## config.mk

```make
export PLATFORM = sky130hd
export DESIGN_NAME = hazard_ctrl_flat
export DESIGN_NICKNAME = d
export VERILOG_FILES = /design/src/rtl/hazard_pkg.sv /design/src/rtl/hazard_ctrl_if.sv /design/src/rtl/fwd_sel.sv /design/src/rtl/hazard_ctrl.sv /design/src/flat_wrapper.sv
export SDC_FILE = /design/constraint.sdc
export NUM_CORES = 1
export LEC_CHECK = 0
export CORE_UTILIZATION = 29
export CTS_CLUSTER_SIZE = 24
export DETAILED_ROUTE_END_ITERATION = 12
export GPL_ROUTABILITY_DRIVEN = 0
export SYNTH_ARGS = -nofsm -noshare
export SYNTH_HDL_FRONTEND = slang
export SYNTH_HIERARCHICAL = 1
export SYNTH_SLANG_ARGS = --single-unit
```

## constraint.sdc

```tcl
create_clock -name clk -period 2.4 [get_ports clk]
set_input_delay 0.48 -clock clk [delete_from_list [all_inputs] [get_ports clk]]
set_output_delay 0.48 -clock clk [all_outputs]
set_load 0.05 [all_outputs]
```

## src/rtl/hazard_pkg.sv

```systemverilog
// Shared types and constants for the pipeline hazard controller.
package hazard_pkg;

  typedef enum logic [1:0] {
    FWD_RF  = 2'b00,
    FWD_WB  = 2'b01,
    FWD_MEM = 2'b10
  } fwd_sel_e;

  typedef enum logic [1:0] {
    IDLE = 2'b00,
    WAIT = 2'b01,
    ERR  = 2'b10
  } mem_state_e;

  localparam logic [1:0] RESULT_SRC_LOAD = 2'b01;

  // Number of cycles D/E are flushed after reset release.
  localparam logic [1:0] INIT_FLUSH_CYCLES = 2'd2;

  // True when a later stage will write the register the operand reads (x0 never matches).
  function automatic logic reg_match(input logic wr, input logic [4:0] rd, input logic [4:0] rs);
    return wr && (rd != 5'd0) && (rd == rs);
  endfunction

endpackage

```

## src/rtl/hazard_ctrl_if.sv

```systemverilog
// Data-memory request/acknowledge handshake between the hazard controller and memory.
interface hazard_ctrl_if;

  logic mem_req;
  logic mem_ack;

  modport master (output mem_req, input mem_ack);
  modport slave  (input mem_req, output mem_ack);

endinterface

```

## src/rtl/fwd_sel.sv

```systemverilog
// Execute-stage forwarding select for one operand; M result wins over W result.
module fwd_sel
  import hazard_pkg::*;
(
  input  logic [4:0] rs,
  input  logic [4:0] rd_m,
  input  logic       reg_write_m,
  input  logic [4:0] rd_w,
  input  logic       reg_write_w,
  output fwd_sel_e   sel
);

  // Priority select: newest producer first.
  always_comb begin
    sel = FWD_RF;
    if (reg_match(reg_write_m, rd_m, rs)) begin
      sel = FWD_MEM;
    end else if (reg_match(reg_write_w, rd_w, rs)) begin
      sel = FWD_WB;
    end
  end

endmodule

```

## src/rtl/hazard_ctrl.sv

```systemverilog
// Pipeline hazard controller: stall/flush generation, forwarding selects, data-memory
// handshake sequencing with timeout, and a saturating stall-cycle counter.
module hazard_ctrl
  import hazard_pkg::*;
#(
  parameter int unsigned TIMEOUT = 64,
  parameter int unsigned PERF_W  = 32
) (
  input  logic                clk,
  input  logic                rst_n,
  hazard_ctrl_if.master       mem,
  input  logic [4:0]          Rs1D,
  input  logic [4:0]          Rs2D,
  input  logic [4:0]          Rs1E,
  input  logic [4:0]          Rs2E,
  input  logic [4:0]          RdE,
  input  logic [4:0]          RdM,
  input  logic [4:0]          RdW,
  input  logic                RegWriteM,
  input  logic                RegWriteW,
  input  logic [1:0]          ResultSrcE,
  input  logic                PCSrcE,
  input  logic                MemAccessM,
  output logic                StallF,
  output logic                StallD,
  output logic                StallE,
  output logic                StallM,
  output logic                FlushD,
  output logic                FlushE,
  output logic                FlushW,
  output logic [1:0]          ForwardAE,
  output logic [1:0]          ForwardBE,
  output logic                mem_timeout,
  output logic [PERF_W-1:0]   stall_count
);

  localparam int unsigned WaitW = $clog2(TIMEOUT);
  localparam logic [WaitW-1:0] WaitLast = WaitW'(TIMEOUT - 1);

  mem_state_e       state_q, state_d;
  logic [WaitW-1:0] wait_q, wait_d;
  logic [1:0]       init_q;
  logic [PERF_W-1:0] perf_q;

  logic     mem_req;
  logic     mem_stall;
  logic     lw_stall;
  fwd_sel_e fwd_a, fwd_b;

  fwd_sel u_fwd_a (
    .rs          (Rs1E),
    .rd_m        (RdM),
    .reg_write_m (RegWriteM),
    .rd_w        (RdW),
    .reg_write_w (RegWriteW),
    .sel         (fwd_a)
  );

  fwd_sel u_fwd_b (
    .rs          (Rs2E),
    .rd_m        (RdM),
    .reg_write_m (RegWriteM),
    .rd_w        (RdW),
    .reg_write_w (RegWriteW),
    .sel         (fwd_b)
  );

  assign ForwardAE = fwd_a;
  assign ForwardBE = fwd_b;

  // Memory FSM next state and wait counter.
  always_comb begin
    state_d = state_q;
    wait_d  = wait_q;
    unique case (state_q)
      IDLE: begin
        if (MemAccessM && !mem.mem_ack) begin
          state_d = WAIT;
          wait_d  = '0;
        end
      end
      WAIT: begin
        if (mem.mem_ack) begin
          state_d = IDLE;
        end else if (wait_q == WaitLast) begin
          state_d = ERR;
        end else begin
          wait_d = wait_q + 1'b1;
        end
      end
      ERR: begin
        state_d = ERR;
      end
      default: begin
        state_d = IDLE;
      end
    endcase
  end

  // Memory FSM state and wait counter registers.
  always_ff @(posedge clk or negedge rst_n) begin
    if (!rst_n) begin
      state_q <= IDLE;
      wait_q  <= '0;
    end else begin
      state_q <= state_d;
      wait_q  <= wait_d;
    end
  end

  // Handshake and hazard detection; rst_n gates them so reset holds everything quiet.
  always_comb begin
    mem_req   = rst_n && (((state_q == IDLE) && MemAccessM) || (state_q == WAIT));
    mem_stall = rst_n && ((mem_req && !mem.mem_ack) || (state_q == ERR));
    lw_stall  = rst_n && (ResultSrcE == RESULT_SRC_LOAD) && (RdE != 5'd0) &&
                ((RdE == Rs1D) || (RdE == Rs2D));
  end

  assign mem.mem_req  = mem_req;
  assign mem_timeout  = (state_q == ERR);

  // Stall/flush selection; a memory stall freezes E so branch and load-use wait it out.
  always_comb begin
    StallF = 1'b0;
    StallD = 1'b0;
    StallE = 1'b0;
    StallM = 1'b0;
    FlushD = 1'b0;
    FlushE = 1'b0;
    FlushW = 1'b0;
    if (mem_stall) begin
      StallF = 1'b1;
      StallD = 1'b1;
      StallE = 1'b1;
      StallM = 1'b1;
      FlushW = 1'b1;
    end else if (rst_n) begin
      StallF = lw_stall;
      StallD = lw_stall;
      FlushD = PCSrcE;
      FlushE = lw_stall | PCSrcE;
    end
    if (init_q != 2'd0) begin
      FlushD = 1'b1;
      FlushE = 1'b1;
    end
  end

  // Post-reset flush countdown.
  always_ff @(posedge clk or negedge rst_n) begin
    if (!rst_n) begin
      init_q <= INIT_FLUSH_CYCLES;
    end else if (init_q != 2'd0) begin
      init_q <= init_q - 2'd1;
    end
  end

  // Saturating count of fetch-stall cycles.
  always_ff @(posedge clk or negedge rst_n) begin
    if (!rst_n) begin
      perf_q <= '0;
    end else if (StallF && (perf_q != {PERF_W{1'b1}})) begin
      perf_q <= perf_q + 1'b1;
    end
  end

  assign stall_count = perf_q;

endmodule

```

## src/flat_wrapper.sv

```systemverilog
// flat-port wrapper written by rule: the top's interface ports become plain ports
module hazard_ctrl_flat import hazard_pkg::*;
#(
  parameter int unsigned TIMEOUT = 64,
  parameter int unsigned PERF_W  = 32
)
  (clk, rst_n, Rs1D, Rs2D, Rs1E, Rs2E, RdE, RdM, RdW, RegWriteM, RegWriteW, ResultSrcE, PCSrcE, MemAccessM, StallF, StallD, StallE, StallM, FlushD, FlushE, FlushW, ForwardAE, ForwardBE, mem_timeout, stall_count, mem_mem_req, mem_mem_ack);
  hazard_ctrl_if mem_i ();
  input  logic clk;
  input  logic rst_n;
  input  logic [4:0] Rs1D;
  input  logic [4:0] Rs2D;
  input  logic [4:0] Rs1E;
  input  logic [4:0] Rs2E;
  input  logic [4:0] RdE;
  input  logic [4:0] RdM;
  input  logic [4:0] RdW;
  input  logic RegWriteM;
  input  logic RegWriteW;
  input  logic [1:0] ResultSrcE;
  input  logic PCSrcE;
  input  logic MemAccessM;
  output logic StallF;
  output logic StallD;
  output logic StallE;
  output logic StallM;
  output logic FlushD;
  output logic FlushE;
  output logic FlushW;
  output logic [1:0] ForwardAE;
  output logic [1:0] ForwardBE;
  output logic mem_timeout;
  output logic [PERF_W-1:0] stall_count;
  output wire logic [$bits(mem_i.mem_req)-1:0] mem_mem_req;
  input wire logic [$bits(mem_i.mem_ack)-1:0] mem_mem_ack;
  assign mem_mem_req = mem_i.mem_req;
  assign mem_i.mem_ack = mem_mem_ack;
  hazard_ctrl #(.TIMEOUT(TIMEOUT), .PERF_W(PERF_W)) u_core (.clk(clk), .rst_n(rst_n), .mem(mem_i), .Rs1D(Rs1D), .Rs2D(Rs2D), .Rs1E(Rs1E), .Rs2E(Rs2E), .RdE(RdE), .RdM(RdM), .RdW(RdW), .RegWriteM(RegWriteM), .RegWriteW(RegWriteW), .ResultSrcE(ResultSrcE), .PCSrcE(PCSrcE), .MemAccessM(MemAccessM), .StallF(StallF), .StallD(StallD), .StallE(StallE), .StallM(StallM), .FlushD(FlushD), .FlushE(FlushE), .FlushW(FlushW), .ForwardAE(ForwardAE), .ForwardBE(ForwardBE), .mem_timeout(mem_timeout), .stall_count(stall_count));
endmodule
```

# Word level (Yosys, flattened, before mapping)

Cells that the tools add are included.

Bits of input ports: 44
Output and inout bits: 45
Word-level logic and storage cells: 71
Register bits after elaboration: 42

Add/sub/neg operators: 3
Eq/ne operators: 15
Bitwise gates (word level): 1
Muxes and demuxes: 21
Reduce and logical (&&, ||, !) cells: 27

Operator list:

| kind                    | count |
|---|---|
| $add A32 B1 Y32 const B | 1 |
| $ne A32 B32 Y1 const B  | 1 |
| $eq A5 B5 Y1            | 6 |
| $mux W6                 | 3 |
| $logic_and A1 B1 Y1     | 15 |
| $reduce_bool A5 Y1      | 3 |
| $pmux W6 S2             | 1 |
| $mux W1                 | 11 |
| $mux W2                 | 5 |
| $add A6 B1 Y6 const B   | 1 |
| $eq A6 B6 Y1 const B    | 1 |
| $pmux W2 S3             | 1 |
| $eq A2 B1 Y1 const B    | 2 |
| $ne A2 B2 Y1 const B    | 2 |
| $reduce_and A4 Y1       | 1 |
| $reduce_bool A2 Y1      | 2 |
| $logic_or A1 B1 Y1      | 3 |
| $ne A3 B2 Y1 const B    | 1 |
| $eq A2 B2 Y1 const B    | 1 |
| $logic_not A2 Y1        | 1 |
| $ne A2 B1 Y1 const B    | 1 |
| $reduce_and A2 Y1       | 1 |
| $sub A2 B1 Y2 const B   | 1 |
| $logic_not A1 Y1        | 1 |
| $or A1 B1 Y1            | 1 |

# Depth between registers and ports, before layout

Word-level depth: 9
Depth in mapped cells: 9
Mapped depth without buffers: 8

# Modules after synthesis

Netlist, hierarchy kept.

Modules (own cells, without submodules):

| module      | area an instance (um2) | times used | sequential area each (um2) | cells each |
|---|---|---|---|---|
| hazard_ctrl | 2,152.1                | 1          | 1,052.3                    | 208 |
| fwd_sel     | 151.4                  | 2          | 0.0                        | 20 |

# Worst setup path after synthesis

OpenSTA, ideal clock, no wires.

Path kind: input -> output
From: in MemAccessM
To: out FlushE
Data required time: 1,920 ps
Arrival time: 2,485 ps
Path buffers: 0
Slack: -565 ps
Stages on the path: 4
Cells stage by stage: nor2_1 o311ai_0 o21ai_0 o21bai_1

Cells in the longest elaborated chain, start to end: 8

RTL lines:

| item                | RTL line           | source |
|---|---|---|
| from (decl)         | flat_wrapper.sv:22 | `input logic MemAccessM;` |
| $logic_and A1 B1 Y1 | hazard_ctrl.sv:113 | `mem_req = rst_n && (((state_q == IDLE) && MemAccessM) \|\| (state_q == WAIT));` |
| $logic_or A1 B1 Y1  | hazard_ctrl.sv:113 |  |
| $logic_and A1 B1 Y1 | hazard_ctrl.sv:113 |  |
| $logic_and A1 B1 Y1 | hazard_ctrl.sv:114 | `mem_stall = rst_n && ((mem_req && !mem.mem_ack) \|\| (state_q == ERR));` |
| $logic_or A1 B1 Y1  | hazard_ctrl.sv:114 |  |
| $logic_and A1 B1 Y1 | hazard_ctrl.sv:114 |  |
| $mux W1             | hazard_ctrl.sv:131 | `if (mem_stall) begin` |
| $mux W1             | hazard_ctrl.sv:143 | `if (init_q != 2'd0) begin` |
| to (decl)           | flat_wrapper.sv:28 | `output logic FlushE;` |

No other way between the ends.

# Final worst setup path

From: in Rs1E[2]
To: out ForwardAE[1]

Cells in the longest elaborated chain, start to end: 3

RTL lines:

| item                | RTL line           | source |
|---|---|---|
| from (decl)         | flat_wrapper.sv:13 | `input logic [4:0] Rs1E;` |
| $eq A5 B5 Y1        | hazard_pkg.sv:23   | `return wr && (rd != 5'd0) && (rd == rs);` |
| $logic_and A1 B1 Y1 | hazard_pkg.sv:23   |  |
| $mux W2             | fwd_sel.sv:16      | `if (reg_match(reg_write_m, rd_m, rs)) begin` |
| to (decl)           | flat_wrapper.sv:30 | `output logic [1:0] ForwardAE;` |

No other way between the ends.

==> impl_metrics.json <==
{
  "status": "complete, no violations",
  "crit_path_end_kind": "output pin",
  "crit_fanout": 3,
  "wl_um": 6290,
  "ys_warn_count": 6,
  "num_io_pins": 89,
  "setup_viol": 0,
  "dieWidth_um": 94.0,
  "crit_type": "primary input to output pin",
  "n_antenna_cell": 0,
  "grt_pass1_vias": 2191,
  "gr-usage-all-layers_pct": 14.7,
  "synth-seq-cells": 42,
  "drv_cap": 0,
  "finalSetupTns_ns": 0,
  "drtAntennaViolNets": 0,
  "drc": 0,
  "synth_nets": 295,
  "worst_ep_required_time_ns": 1.92,
  "dieArea_um2": 8840,
  "route.vias.total": 2175,
  "synth_cells": 248,
  "first_pass_iters": 4,
  "grt_max_degree": 27,
  "num_rows": 33,
  "synth_edf_count": 0,
  "drt-initial-drc-count": 86,
  "grt_overflow_total": 0,
  "synthDistinctLibCells": 39,
  "start_util_pct": 29.9,
  "period_minus_slack_ns": 2.32,
  "cts_tree": "done",
  "arrival_ns": 1.84,
  "dpl.hpwl_um": 4890,
  "final_hold_viol_count": 0,
  "synth_top_flop_cell": "dfrtp_1",
  "port_buffers": 88,
  "hold_path_class": "primary input to async pin",
  "finalClockSkew_ns": 0.00354,
  "ctsHoldBuffers": 0,
  "syn-mean-instance-area_um2": 9.90,
  "slew_headroom_pct": 64.8,
  "area_growth_pct": 55.9,
  "power.density_nw_per_um2": 594,
  "h-tree-depth": 2,
  "cts_buffers": 5,
  "yosysSeqAreaShare_pct": 42.9,
  "drv_slew": 0,
  "clkTransAtPathRegs_ns": 0.07,
  "nets": 404,
  "antenna_found_initial": 0,
  "grt_first_pass_wirelength_um": 10200,
  "vias_per_cell": 4.70,
  "leakage_nw": 1.68,
  "ir_worst_vdd_mv": 0.311,
  "synthesis.area_um2": 2450,
  "clock-root-buffer": "clkbuf_8",
  "final.period_utilization_pct": 96.7,
  "clock_path_buffers": 2,
  "fmax_mhz": 431,
  "async_flop_share_pct": 100,
  "clk_latency_ns": 0.29,
  "die_h_um": 94.0,
  "postLayoutCoreUtil_pct": 46.6,
  "clock-sinks": 42,
  "core_region_area_um2": 8220,
  "wl_per_cell_um": 13.6,
  "reg2regPathDepth": 7,
  "drive_gt1_share_pct": 16.5,
  "cp-start-kind": "primary input",
  "worstMarginPinSlew_ns": 0.526
}
[cell families after synthesis]
kind of cell | share of synthesized area (%)
flops | 42.9
xor+xnor | 21.8
fa+ha+maj | 1.53
compound gates | 6.22
simple gates | 24.1
mux | 0.459
buf+inv | 3.06
[layer usage]
layer	share of wire, %	routed length, um	GRT usage (%)	vias to the layer above
met3	6.3	396	3.24	6
met2	47	2930	24.3	62
li1	-	-	-	1084
met1	46	2900	19.4	1023
met4	1.0	63	3.85	0
met5	0	0	0	-
[synthesized netlist by cell type (2+ instances only)]
master / count / area share, %
a211oi_2: 2 / 1.0
a21oi_1: 4 / 0.82
a31oi_1: 2 / 0.51
and2_1: 3 / 0.76
and3_1: 9 / 2.3
buf_4: 4 / 1.2
buf_6: 2 / 0.92
dfrtp_1: 41 / 42
ha_1: 3 / 1.5
inv_1: 6 / 0.92
nand2_1: 20 / 3.1
nand2b_1: 3 / 0.76
nand3_1: 20 / 4.1
nand4_1: 19 / 4.8
nor2_1: 17 / 2.6
nor3_1: 7 / 1.4
nor3_2: 2 / 0.82
nor4_1: 2 / 0.51
o21ai_0: 2 / 0.41
o41ai_2: 2 / 1.3
xnor2_1: 45 / 16
xor2_1: 16 / 5.7
[worst paths after layout]
kind                                                        start                            endpoint  slack, ns
worst min-delay path                                        rst_n       u_core/state_q[1]$_DFFE_PN0P_       0.03
worst max-delay path                                      Rs1E[2]                        ForwardAE[1]       0.08
max in group asynchronous                                   rst_n  u_core/stall_count[26]$_DFFE_PN0P_       1.80
min in group clk                     u_core/init_q[0]$_DFFE_PN0P_        u_core/init_q[0]$_DFFE_PN0P_       0.47
worst max register to register  u_core/stall_count[9]$_DFFE_PN0P_   u_core/stall_count[7]$_DFFE_PN0P_       0.45
worst min register to register       u_core/init_q[0]$_DFFE_PN0P_        u_core/init_q[0]$_DFFE_PN0P_       0.47
[cell usage in the layout, fill, tap and decap left out, types with 2 or more instances in the layout]
| master | netlist | routed |
|---|---|---|
| clkdlybuf4s50_1 | 0 | 57 |
| xnor2_1 | 45 | 45 |
| dfrtp_1 | 41 | 41 |
| buf_4 | 4 | 20 |
| nand3_1 | 20 | 20 |
| nand2_1 | 20 | 20 |
| nand4_1 | 19 | 19 |
| nor2_1 | 17 | 17 |
| xor2_1 | 16 | 16 |
| dlymetal6s2s_1 | 0 | 13 |
| buf_12 | 0 | 11 |
| and3_1 | 9 | 9 |
| clkbuf_8 | 0 | 6 |
| nor3_1 | 7 | 6 |
| dlygate4sd2_1 | 0 | 5 |
| inv_1 | 6 | 5 |
| a21oi_1 | 4 | 4 |
| nand2b_1 | 3 | 3 |
| and2_1 | 3 | 3 |
| ha_1 | 3 | 3 |
| nor3_2 | 2 | 3 |
| a31oi_1 | 2 | 2 |
| o41ai_2 | 2 | 2 |
| a211oi_2 | 2 | 2 |
| nor4_1 | 2 | 2 |
[flip-flops by register name (all words and copies together), names as in the netlist]
signal,cells
u_core/init_q,2
u_core/stall_count,32
u_core/wait_q,6
u_core/state_q,2
[timing repair]
| action | 4_1_cts | 5_1_grt |
|---|---|---|
| pin swaps | 3 | 10 |
| gates resized for setup | 8 | 15 |
| buffers inserted | 1 | 1 |
| setup endpoints to repair | 6 | 7 |
[worst max-delay path, cell delays in order]
cell and delay, ns:
clkdlybuf4s50_1 0.56, xnor2_1 0.14, nand3_1 0.11, a211oi_2 0.25
buf_4 0.18, buf_12 0.12
[area by class of cell]
type,instances,area [um^2]
well taps,105,131
inverters,6,26.3
repair buffers,108,1180
fillers,774,4390
multi-input cells,194,1350
clock buffers,7,86.3
flip-flops and latches,42,1050
clock inverters,1,5.00
[power by group]
| group | switching [mW] | internal, mW |
|---|---|---|
| logic | 0.532 | 0.415 |
| clock network | 0.226 | 0.232 |
| registers | 0.0923 | 0.775 |
[through the flow]
step	total power, mW	hold slack (ns)	setup slack, ns	cells	instance area, um^2
2_1_floorplan	1.40	0.184	0.0740	248	2460
3_5_place_dp	1.82	0.347	-0.104	453	3670
6_report	2.27	0.0301	0.0784	463	3830
3_3_place_gp	1.81	0.344	-0.0639	453	3670
4_1_cts	2.30	0.0332	0.000540	462	3780
5_1_grt	2.40	0.0288	-0.0218	463	3830
Note: power is estimated with default switching activity, not from simulation.
